==> src/rtl/out_layer.sv <==
// out_layer: output-layer stage of the MLP coprocessor.
// For each of the 64 rows held in hRES_RAM (two interleaved hidden
// activations per row) it forms bias*256 + h1*w1 + h2*w2 (unsigned),
// maps that sum through the sigmoid LUT in sigm_RAM and writes one result
// per row into RES_RAM. The weights are read once per pass from wout_RAM.
//
// Ports:
//   clk, reset           single rising-edge clock, synchronous active-high reset
//   Start                begins one 64-row pass (honoured only in IDLE)
//   Done                 one-cycle pulse after the last RES write
//   hRES_read_*          hidden-result RAM read port (1-cycle latency)
//   wout_read_*          weight RAM read port: 0 = bias, 1 = w1, 2 = w2
//   sigm_read_*          sigmoid LUT read port
//   RES_write_*          result RAM write port, one write per row
//
// Build option OUT_LAYER_SATURATE_EN: when defined, the LUT index is the
// sum shifted right by 8 and clamped to the top entry; otherwise the
// shifted sum is truncated to the index width.
module out_layer #(
  parameter int width           = 8,
  parameter int hRES_depth_bits = 7,
  parameter int wout_depth_bits = 2,
  parameter int sigm_depth_bits = 8,
  parameter int RES_depth_bits  = 6
) (
  input  logic                       clk,
  input  logic                       reset,
  input  logic                       Start,
  output logic                       Done,
  output logic                       hRES_read_en,
  output logic [hRES_depth_bits-1:0] hRES_read_address,
  input  logic [width-1:0]           hRES_read_data_out,
  output logic                       wout_read_en,
  output logic [wout_depth_bits-1:0] wout_read_address,
  input  logic [width-1:0]           wout_read_data_out,
  output logic                       sigm_read_en,
  output logic [sigm_depth_bits-1:0] sigm_read_address,
  input  logic [width-1:0]           sigm_read_data_out,
  output logic                       RES_write_en,
  output logic [RES_depth_bits-1:0]  RES_write_address,
  output logic [width-1:0]           RES_write_data_in
);

  localparam int ACC_W = 2 * width + 2;

  typedef enum logic [3:0] {
    IDLE, LOAD_W, READ_H1, READ_H2, CAP_H2, ACCUM, SIG_LOOKUP, WRITE, FINISH
  } state_t;

  state_t state, state_next;

  logic [1:0]                 wcnt;
  logic [RES_depth_bits-1:0]  row;
  logic [width-1:0]           bias, w1, w2, h1, h2;
  logic [sigm_depth_bits-1:0] lut_idx;
  logic [ACC_W-1:0]           acc;
  logic [ACC_W-1:0]           acc_shr;
  logic [sigm_depth_bits-1:0] lut_idx_next;

  // Only the LUT index derived from the sum is kept; the full sum is
  // combinational in ACCUM and never needed afterwards.
  always_comb begin
    acc = ACC_W'({bias, {width{1'b0}}})
        + ACC_W'(h1) * ACC_W'(w1)
        + ACC_W'(h2) * ACC_W'(w2);
    acc_shr = acc >> width;
`ifdef OUT_LAYER_SATURATE_EN
    lut_idx_next = (acc_shr > ACC_W'({sigm_depth_bits{1'b1}})) ? '1
                                                               : sigm_depth_bits'(acc_shr);
`else
    lut_idx_next = sigm_depth_bits'(acc_shr);
`endif
  end

  always_ff @(posedge clk) begin
    if (reset) state <= IDLE;
    else       state <= state_next;
  end

  always_ff @(posedge clk) begin
    if (reset) begin
      wcnt    <= '0;
      row     <= '0;
      bias    <= '0;
      w1      <= '0;
      w2      <= '0;
      h1      <= '0;
      h2      <= '0;
      lut_idx <= '0;
    end else begin
      case (state)
        IDLE: begin
          if (Start) begin
            wcnt <= '0;
            row  <= '0;
          end
        end
        LOAD_W: begin
          // Data for address k arrives while address k+1 is presented.
          wcnt <= wcnt + 2'd1;
          case (wcnt)
            2'd1:    bias <= wout_read_data_out;
            2'd2:    w1   <= wout_read_data_out;
            2'd3:    w2   <= wout_read_data_out;
            default: ;
          endcase
        end
        READ_H2: h1 <= hRES_read_data_out;
        CAP_H2:  h2 <= hRES_read_data_out;
        ACCUM:   lut_idx <= lut_idx_next;
        WRITE: begin
          if (row != '1) row <= row + RES_depth_bits'(1);
        end
        default: ;
      endcase
    end
  end

  always_comb begin
    state_next        = state;
    Done              = 1'b0;
    hRES_read_en      = 1'b0;
    hRES_read_address = '0;
    wout_read_en      = 1'b0;
    wout_read_address = '0;
    sigm_read_en      = 1'b0;
    sigm_read_address = '0;
    RES_write_en      = 1'b0;
    RES_write_address = '0;
    RES_write_data_in = '0;
    case (state)
      IDLE: begin
        if (Start) state_next = LOAD_W;
      end
      LOAD_W: begin
        if (wcnt != 2'd3) begin
          wout_read_en      = 1'b1;
          wout_read_address = wout_depth_bits'(wcnt);
        end else begin
          state_next = READ_H1;
        end
      end
      READ_H1: begin
        hRES_read_en      = 1'b1;
        hRES_read_address = hRES_depth_bits'({row, 1'b0});
        state_next        = READ_H2;
      end
      READ_H2: begin
        hRES_read_en      = 1'b1;
        hRES_read_address = hRES_depth_bits'({row, 1'b1});
        state_next        = CAP_H2;
      end
      CAP_H2: state_next = ACCUM;
      ACCUM:  state_next = SIG_LOOKUP;
      SIG_LOOKUP: begin
        sigm_read_en      = 1'b1;
        sigm_read_address = lut_idx;
        state_next        = WRITE;
      end
      WRITE: begin
        RES_write_en      = 1'b1;
        RES_write_address = row;
        RES_write_data_in = sigm_read_data_out;
        state_next        = (row == '1) ? FINISH : READ_H1;
      end
      FINISH: begin
        Done       = 1'b1;
        state_next = IDLE;
      end
      default: state_next = IDLE;
    endcase
  end

endmodule

==> config.mk <==
export PLATFORM = sky130hd
export DESIGN_NAME = out_layer
export DESIGN_NICKNAME = d
export VERILOG_FILES = /design/src/rtl/out_layer.sv
export SDC_FILE = /design/constraint.sdc
export NUM_CORES = 1
export LEC_CHECK = 0
export CORE_ASPECT_RATIO = 0.9
export CORE_MARGIN = 3
export CORE_UTILIZATION = 60
export DETAILED_ROUTE_END_ITERATION = 10
export PLACE_DENSITY = 0.83
export SYNTH_ARGS = -nofsm -noshare
export SYNTH_HDL_FRONTEND = slang
export SYNTH_SLANG_ARGS = --single-unit
==> constraint.sdc <==
create_clock -name clk -period 7.47 [get_ports clk]
set_clock_uncertainty 0.1 [all_clocks]
set_input_delay 1.1205 -clock clk [delete_from_list [all_inputs] [get_ports clk]]
set_output_delay 1.1205 -clock clk [all_outputs]
set_load 0.03 [all_outputs]
==> results of run 1 <==
-- sequential cells by signal, indices dropped and copies added (netlist names) --
register,flops
h2,8
state,4
lut_idx,8
row,6
bias,8
h1,8
w2,8
w1,8
wcnt,2
-- per-stage QoR --
stage | cells | hold WS [ns] | power (µW)
after global routing | 1029 | 0.363 | 842
after CTS | 1029 | 0.347 | 821
after global placement | 1013 | 0.337 | 375
final | 1029 | 0.345 | 818
after detailed placement | 1013 | 0.341 | 377
after floorplan | 826 | 0.317 | 354
-- kinds of logic after synthesis --
| logic type | Yosys count | synth area share |
|---|---|---|
| and+or+nand+nor | 314 | 0.225 |
| muxes | 1 | 0.00144 |
| AOI/OAI and AO/OA | 79 | 0.0686 |
| adders and majority gates | 170 | 0.414 |
| xor gates and xnor gates | 12 | 0.0151 |
| buffers and inverters | 190 | 0.103 |
| DFF | 60 | 0.172 |
-- routing by layer --
layer,GRT usage,routed length (µm),up-vias,share of wire
li1,-,-,2614,-
met1,0.345,6850,2728,0.41
met2,0.471,8380,183,0.51
met3,0.0387,902,30,0.054
met4,0.0875,433,0,0.026
met5,0,0,-,0
-- placed cells by master (no fill, tap or decap), types with 4 or more instances in the layout --
master / netlist / final
a21o_1: 5 / 5
a21oi_1: 54 / 54
and2_1: 104 / 104
and3_1: 4 / 4
clkbuf_16: 0 / 9
clkdlybuf4s50_1: 0 / 61
dfxtp_1: 60 / 60
fa_1: 101 / 101
ha_1: 69 / 69
inv_1: 159 / 159
nand2_1: 141 / 141
nand2b_1: 5 / 5
nand3_1: 16 / 16
nand3b_1: 4 / 4
nor2_1: 18 / 18
nor3_1: 6 / 6
o21ai_0: 4 / 4
xnor2_1: 4 / 4
xor2_1: 8 / 8
-- worst max-delay path by stage --
stage / from / to / slack (ns) / cells past startpoint
6_report: h1[4] / lut_idx[7] / 1.75 / 17
5_1_grt: h1[4] / lut_idx[7] / 1.52 / 17
2_1_floorplan: h1[4] / lut_idx[7] / 2.02 / 18
4_1_cts: h1[4] / lut_idx[7] / 1.74 / 17
3_3_place_gp: h1[4] / lut_idx[7] / 1.91 / 17
3_5_place_dp: h1[4] / lut_idx[7] / 1.79 / 17
-- power breakdown --
group          switching, µW  total [µW]  leakage (µW)  internal, µW
Sequential              3.99         326      0.000484           322
Clock                    157         448      0.000155           291
Combinational           23.7        43.9       0.00310          20.1
Total                    185         818       0.00374           633
-- tightest hold or removal path, stage by stage, from the launching register on --
cell and delay (ns):
dfxtp_1 0.30, nand2_1 0.05, a21oi_1 0.05
-- area by class of cell --
class / count / area (µm²) / share of cell area
Clock buffer: 9 / 225 / 0.0282
Clock inverter: 7 / 91.3 / 0.0114
Inverter: 163 / 612 / 0.0767
Multi-Input combinational cell: 576 / 5040 / 0.632
Sequential cell: 60 / 1200 / 0.151
Tap cell: 152 / 190 / 0.0238
Timing Repair Buffer: 62 / 616 / 0.0771
==> results.toml, run 1 <==
[layout]
fillerInstances = 868
syn_to_final_growth_pct = 14.5
drive_gt1_frac = 0.0353
diodes = 0
nNetsFinal = 1069
fin_util = 0.720
final_area_mm2 = 0.00798

[grt]
antenna_found_initial = 0
grt_usage = 0.269
grt_max_degree = 58
grt_pass1_vias = 5597
grt_pass1_wl_mm = 27.2
overflow = 0

[sta]
tightest_slew_ns = 1.15
tns_ns = 0
fin_ws_ns = 1.75
clock.fmax_mhz = 175
rsz0062_at_grt = "no"
finalHoldViolCount = 0
slew_headroom = 0.226
drv_slew = 0
fin_crit_ns = 5.72
final.period_utilization = 0.765
setup_viol = 0

[clock_network]
cts_resized = 0
post_cts_buffers = 0
clock-root-buffer = "clkbuf_16"
hold_buffers = 0
htree_levels = 3
cts_tree = "done"
cts-buffers-inserted = 9
clockBufferDepth = 2
clk_latency_ns = 0.33
clock_sinks = 60
cts.clk_slew.worst_paths_ns = 0.06

[placement]
placed_cell_area_mm2 = 0.00766
port_buffers = 62
dp_hpwl_mm = 13.5
gp_congestion = 0.980
dpl_worst_slack_ns = 1.79

[detailed_routing]
routedWlPerCell_um = 16.1
antenna_left = 0
first_pass_iters = 4
wirelength_mm = 16.6
viasPerCell = 5.40
drt-initial-drc-count = 342
route.detailed.drc = 0
num_vias = 5555

[critical_path]
path_cells = "nand2_1 > fa_1 > inv_1 > fa_1 > inv_1 > fa_1 > inv_1 > fa_1 > fa_1 > fa_1 > ha_1 > a21o_1 > a21o_1 > a21o_1 > a21o_1 > o21a_1 > o31ai_1"
path_buf_inv = 3
crit_family = "adder cells"
r2r_slack_ns = 1.75
r2r-start = "h1[4]"
slowest_stage = "fa_1"
end_kind = "flop"
cp_data_required_time_ns = 7.61
worstPathMaxFanout = 9
rr_endpoint = "lut_idx[7]"
cpMostUsedCell = "fa_1"
max_stage_delay_ns = 0.56
arrival_ns = 5.85
path_class = "flop to flop"
startpoint_type = "flop"
worst_r2r_path_depth = 17

[pwr]
leakage_uw = 0.00374
vdd_ir_drop_max_mv = 0.131
powerDensity_mw_per_mm2 = 103

[floorplan]
rows = 36
die_x_um = 120
core_area_mm2 = 0.0111
die_y_um = 108
initial_core_util = 0.629
ios = 63
design.die.area_mm2 = 0.0129

[job]
cap_violations = 0

[synthesis]
synth_top_area_frac = 0.290
synth_nets = 1023
yosys_warnings = 0
synth_area_mm2 = 0.00697
netlist_instances = 826
synthArstFlopShare = 0
ys_seq_area_frac = 0.172
synth_area_leaders = "fa_1 (29%), dfxtp_1 (17%), ha_1 (12%)"
synth-edff-count = 0
syn-mean-instance-area_um2 = 8.43
synth_area_leader_cell = "fa_1"
yosys.cell_count.top_type = "inv_1"
ys.flop_type = "dfxtp_1"
ys_seq_elements = 60
ys_top_cells_by_count = "inv_1 (159), nand2_1 (141), and2_1 (104)"
synth_cell_types = 46

[worst_hold_path]
min_to = "lut_idx[2]"
hold_start = "lut_idx[2]"
hold_class = "flop to flop"
holdPathStages = 2

[status]
status = "finished clean"
Note: power is estimated with default switching activity, not from simulation.
==> run 2, diff against run 1 <==
==> constraint.sdc (replaced) <==
create_clock -name clk -period 5.9 [get_ports clk]
set_clock_uncertainty 0.1 [all_clocks]
set_input_delay 0.885 -clock clk [delete_from_list [all_inputs] [get_ports clk]]
set_output_delay 0.885 -clock clk [all_outputs]
set_load 0.03 [all_outputs]
==> results.toml, run 2 (synthesized netlist as in run 1, its figures left out) <==
[sta]
tightest_slew_ns = 1.10
setup_viol = 0
fin_crit_ns = 5.65
rsz0062_at_grt = "no"
clock.fmax_mhz = 177
slew_headroom = 0.263
drv_slew = 0
final.period_utilization = 0.958
finalHoldViolCount = 0
tns_ns = 0

[critical_path]
rr_endpoint = "lut_idx[7]"
cp.depth = 17
path_cells = "nand2_1 > fa_1 > inv_1 > fa_1 > inv_1 > fa_1 > inv_1 > fa_1 > fa_1 > fa_1 > ha_1 > a21o_1 > a21o_1 > a21o_1 > a21o_1 > o21a_1 > o31ai_1"
r2r_slack_ns = 0.25
slowest_stage = "fa_1"
crit_family = "adder cells"
path_class = "flop to flop"
startpoint_type = "flop"
critPathCapture = "lut_idx[7]"
path_buf_inv = 3
r2r-start = "w1[6]"
arrival_ns = 5.80
end_kind = "flop"
max_stage_delay_ns = 0.55
worstPathMaxFanout = 9
cpMostUsedCell = "fa_1"
cp_data_required_time_ns = 6.04
worst_r2r_path_depth = 17
startpoint = "w1[6]"

[layout]
final_area_mm2 = 0.00797
syn_to_final_growth_pct = 14.4
diodes = 0
multiInputGateArea_mm2 = 0.00504
register_area_mm2 = 0.00120
nNetsFinal = 1070
drive_gt1_frac = 0.0387
fillerInstances = 872
final_cell_mix = "inv_1 (159), nand2_1 (141), and2_1 (104)"
final_common_cell = "inv_1"

[floorplan]
rows = 36
design.die.area_mm2 = 0.0129
core_area_mm2 = 0.0111
die_y_um = 108
initial_core_util = 0.629
die_x_um = 120
ios = 63

[grt]
grt_pass1_wl_mm = 28.0
antenna_found_initial = 0
grt_usage = 0.273
grt_pass1_vias = 5780
grt_max_degree = 58
overflow = 0

[clock_network]
clockBufferDepth = 2
clk_latency_ns = 0.33
cts-buffers-inserted = 9
clock_sinks = 60
cts_resized = 0
cts.clk_slew.worst_paths_ns = 0.06
clock-root-buffer = "clkbuf_16"
cts_tree = "done"
hold_buffers = 0
htree_levels = 3
post_cts_buffers = 0

[worst_hold_path]
hold_class = "flop to flop"

[detailed_routing]
drt-initial-drc-count = 441
viasPerCell = 5.43
route.detailed.drc = 0
first_pass_iters = 5
num_vias = 5596
antenna_left = 0
routedWlPerCell_um = 16.3
wirelength_mm = 16.8

[pwr]
leakage_uw = 0.00373
p_clk_frac = 0.529
switching_share = 0.236
p_comb_frac = 0.056
p_switching_uw = 235
vdd_ir_drop_max_mv = 0.180
p_seq_frac = 0.415
intPower_uw = 761
powerDensity_mw_per_mm2 = 125

[placement]
dp_hpwl_mm = 13.6
gp_congestion = 0.974
port_buffers = 62
placed_cell_area_mm2 = 0.00767

[status]
status = "finished clean"

[job]
cap_violations = 0
run 2: how the worst min path moves through the flow:
stage	end	cells past startpoint	startpoint	slack [ns]
2_1_floorplan	lut_idx[7]	2	lut_idx[7]	0.32
3_3_place_gp	lut_idx[2]	2	lut_idx[2]	0.34
3_5_place_dp	lut_idx[2]	2	lut_idx[2]	0.34
4_1_cts	lut_idx[2]	2	lut_idx[2]	0.35
5_1_grt	lut_idx[2]	2	lut_idx[2]	0.37
6_report	lut_idx[2]	2	lut_idx[2]	0.35
run 2: stage by stage:
stage | utilization | worst slack (ns) | cells | hold WS (ns) | power [µW]
after floorplan | - | 0.451 | 826 | 0.317 | 448
after global placement | 0.692 | 0.344 | 1014 | 0.336 | 475
after detailed placement | 0.692 | 0.211 | 1014 | 0.343 | 477
after CTS | 0.719 | 0.184 | 1030 | 0.354 | 994
after global routing | 0.719 | 0.0241 | 1030 | 0.369 | 1020
final | 0.719 | 0.246 | 1030 | 0.353 | 995
run 2: final cells by class:
cell class              count  area share
multi-input cells         576       0.633
flip-flops and latches     60       0.151
repair buffers             63      0.0782
inverters                 163      0.0768
clock buffers              10      0.0287
well taps                 152      0.0239
clock inverters             6     0.00801
run 2: worst register-to-register path, stage by stage (launching register included):
cell and delay (ns):
dfxtp_1 0.47, nand2_1 0.12, fa_1 0.51, inv_1 0.06, fa_1 0.53, inv_1 0.05, fa_1 0.55, inv_1 0.06
fa_1 0.53, fa_1 0.54, fa_1 0.49, ha_1 0.38, a21o_1 0.20, a21o_1 0.19, a21o_1 0.20, a21o_1 0.19
o21a_1 0.18, o31ai_1 0.20
run 2: power groups by stage:
stage | sequential (µW) | clock, µW | combinational (µW)
after floorplan | 419 | 0 | 29.3
after CTS | 413 | 525 | 55.5
after detailed placement | 422 | 0 | 55.0
final | 413 | 526 | 55.8
after global routing | 414 | 547 | 60.5
after global placement | 422 | 0 | 53.0
run 2: routing by layer:
| metal | vias up | global-route usage | share of wire |
|---|---|---|---|
| met5 | - | 0 | 0 |
| met4 | 0 | 0.0785 | 0.019 |
| met3 | 32 | 0.0371 | 0.063 |
| met2 | 185 | 0.481 | 0.51 |
| met1 | 2772 | 0.356 | 0.41 |
| li1 | 2607 | - | - |
==> run 3, diff against run 2 <==
--- a/config.mk
+++ b/config.mk
@@ -7,9 +7,9 @@
 export LEC_CHECK = 0
 export CORE_ASPECT_RATIO = 0.9
 export CORE_MARGIN = 3
-export CORE_UTILIZATION = 60
+export CORE_UTILIZATION = 55
 export DETAILED_ROUTE_END_ITERATION = 10
-export PLACE_DENSITY = 0.83
+export PLACE_DENSITY = 0.77
 export SYNTH_ARGS = -nofsm -noshare
 export SYNTH_HDL_FRONTEND = slang
 export SYNTH_SLANG_ARGS = --single-unit
==> results.toml, run 3 (synthesized netlist as in run 1, its figures left out) <==
[clock_network]
hold_buffers = 0
htree_levels = 3
cts_tree = "done"
clk_latency_ns = 0.33
clock-root-buffer = "clkbuf_16"
clockBufferDepth = 2
cts.clk_slew.worst_paths_ns = 0.06
clock_sinks = 60
cts-buffers-inserted = 9
post_cts_buffers = 0

[pwr]
leakage_uw = 0.00376
powerDensity_mw_per_mm2 = 130
vdd_ir_drop_max_mv = 0.175
finalPower_uw = 1040

[critical_path]
r2r-start = "h1[6]"
rr_endpoint = "lut_idx[7]"
arrival_ns = 5.73
path_cells = "nand2_1 > fa_1 > inv_1 > fa_1 > inv_1 > fa_1 > inv_1 > fa_1 > fa_1 > fa_1 > ha_1 > a21o_1 > a21o_1 > a21o_1 > a21o_1 > o21a_1 > o31ai_1"
slowest_stage = "fa_1"
max_stage_delay_ns = 0.56
startpoint_type = "flop"
cp_data_required_time_ns = 6.05
worstPathMaxFanout = 9
r2r_slack_ns = 0.31
cpMostUsedCell = "fa_1"
worst_r2r_path_depth = 17
end_kind = "flop"
path_class = "flop to flop"

[grt]
met2_usage = 0.360
grt_pass1_wl_mm = 26.3
grt_max_degree = 58
grt_usage = 0.228
grt_util_met1 = 0.315
met3_usage = 0.0486
grt_pass1_vias = 5482
overflow = 0
top_usage_layer = "met2"
antenna_found_initial = 0

[floorplan]
core_area_mm2 = 0.0122
rows = 38
initial_core_util = 0.570
die_x_um = 125
design.die.area_mm2 = 0.0141
ios = 63
die_y_um = 113

[sta]
finalHoldViolCount = 0
setup_viol = 0
fin_crit_ns = 5.59
rsz0062_at_grt = "no"
drv_slew = 0
tightest_slew_ns = 1.10
tns_ns = 0
final.period_utilization = 0.947
slew_headroom = 0.259
clock.fmax_mhz = 179

[job]
cap_violations = 0

[worst_hold_path]
hold_class = "flop to flop"
holdPathStages = 2
min_to = "lut_idx[0]"
hold_start = "lut_idx[0]"

[detailed_routing]
num_vias = 5464
route.detailed.drc = 0
antenna_left = 0
drt-initial-drc-count = 259
routedWlPerCell_um = 14.7
first_pass_iters = 5
wirelength_mm = 15.3
viasPerCell = 5.25

[placement]
gp_congestion = 0.896
dp_hpwl_mm = 12.4
port_buffers = 62

[layout]
final_cell_mix = "inv_1 (159), nand2_1 (141), and2_1 (104)"
nNetsFinal = 1072
final_common_cell = "inv_1"
syn_to_final_growth_pct = 15.2
drive_gt1_frac = 0.0409
diodes = 0

[status]
status = "finished clean"
-- run 3: cell count changes in the layout (fill, tap and decap cells not counted), sizes merged --
| cell | before | now |
|---|---|---|
| bufinv | 1 | 2 |
| clkbuf | 10 | 9 |
| clkinvlp | 2 | 1 |
| buf | 2 | 4 |
| clkinv | 3 | 4 |
-- run 3: repair_timing --
item | 4_1_cts | 5_1_grt
endpoints found under the hold margin | 0 | 0
gates resized for setup | 0 | 2
endpoints found under the setup margin | 0 | 1
-- run 3: worst max path at each step --
stage	start	endpoint	slack (ns)	cells past startpoint
finish	h1[6]	lut_idx[7]	0.31	17
global route	h1[6]	lut_idx[7]	0.03	17
CTS	h1[4]	lut_idx[7]	0.24	17
detailed placement	h1[4]	lut_idx[7]	0.26	17
global placement	h1[4]	lut_idx[7]	0.32	17
floorplan	h1[4]	lut_idx[7]	0.45	18
-- run 3: metal layers --
layer | vias to the layer above | share of wire
li1 | 2629 | -
met4 | 0 | 0.031
met3 | 35 | 0.067
met5 | - | 0
met1 | 2625 | 0.43
met2 | 175 | 0.47
-- run 3: power breakdown --
group | internal (µW) | switching, µW | leakage (µW)
Combinational | 25.5 | 29.8 | 0.00312
Clock | 371 | 199 | 0.000156
Sequential | 408 | 4.87 | 0.000485
Total | 805 | 234 | 0.00376
-- run 3: worst max-delay path: cells and delay by family, from the launching register on --
family,cells,cell delay [ns]
buffers and inverters,3,0.16
DFF,1,0.50
and+or+nand+nor,1,0.11
adders and majority gates,7,3.46
AOI/OAI and AO/OA,6,1.17
-- run 3: final cells by class --
class / count / area (µm²)
Tap cell: 160 / 200
Multi-Input combinational cell: 576 / 5040
Timing Repair Buffer: 65 / 638
Clock inverter: 7 / 98.8
Clock buffer: 9 / 225
Sequential cell: 60 / 1200
Inverter: 163 / 612
Fill cell: 1023 / 4200
-- run 3: metrics by stage --
stage / area, µm² / hold slack [ns] / setup slack, ns / cells / util
4_1_cts: 8020 / 0.356 / 0.244 / 1040 / 0.656
3_3_place_gp: 7700 / 0.339 / 0.320 / 1024 / 0.630
3_5_place_dp: 7700 / 0.349 / 0.256 / 1024 / 0.630
2_1_floorplan: 6970 / 0.317 / 0.451 / 826 / -
5_1_grt: 8020 / 0.369 / 0.0343 / 1040 / 0.657
6_report: 8020 / 0.352 / 0.314 / 1040 / 0.657
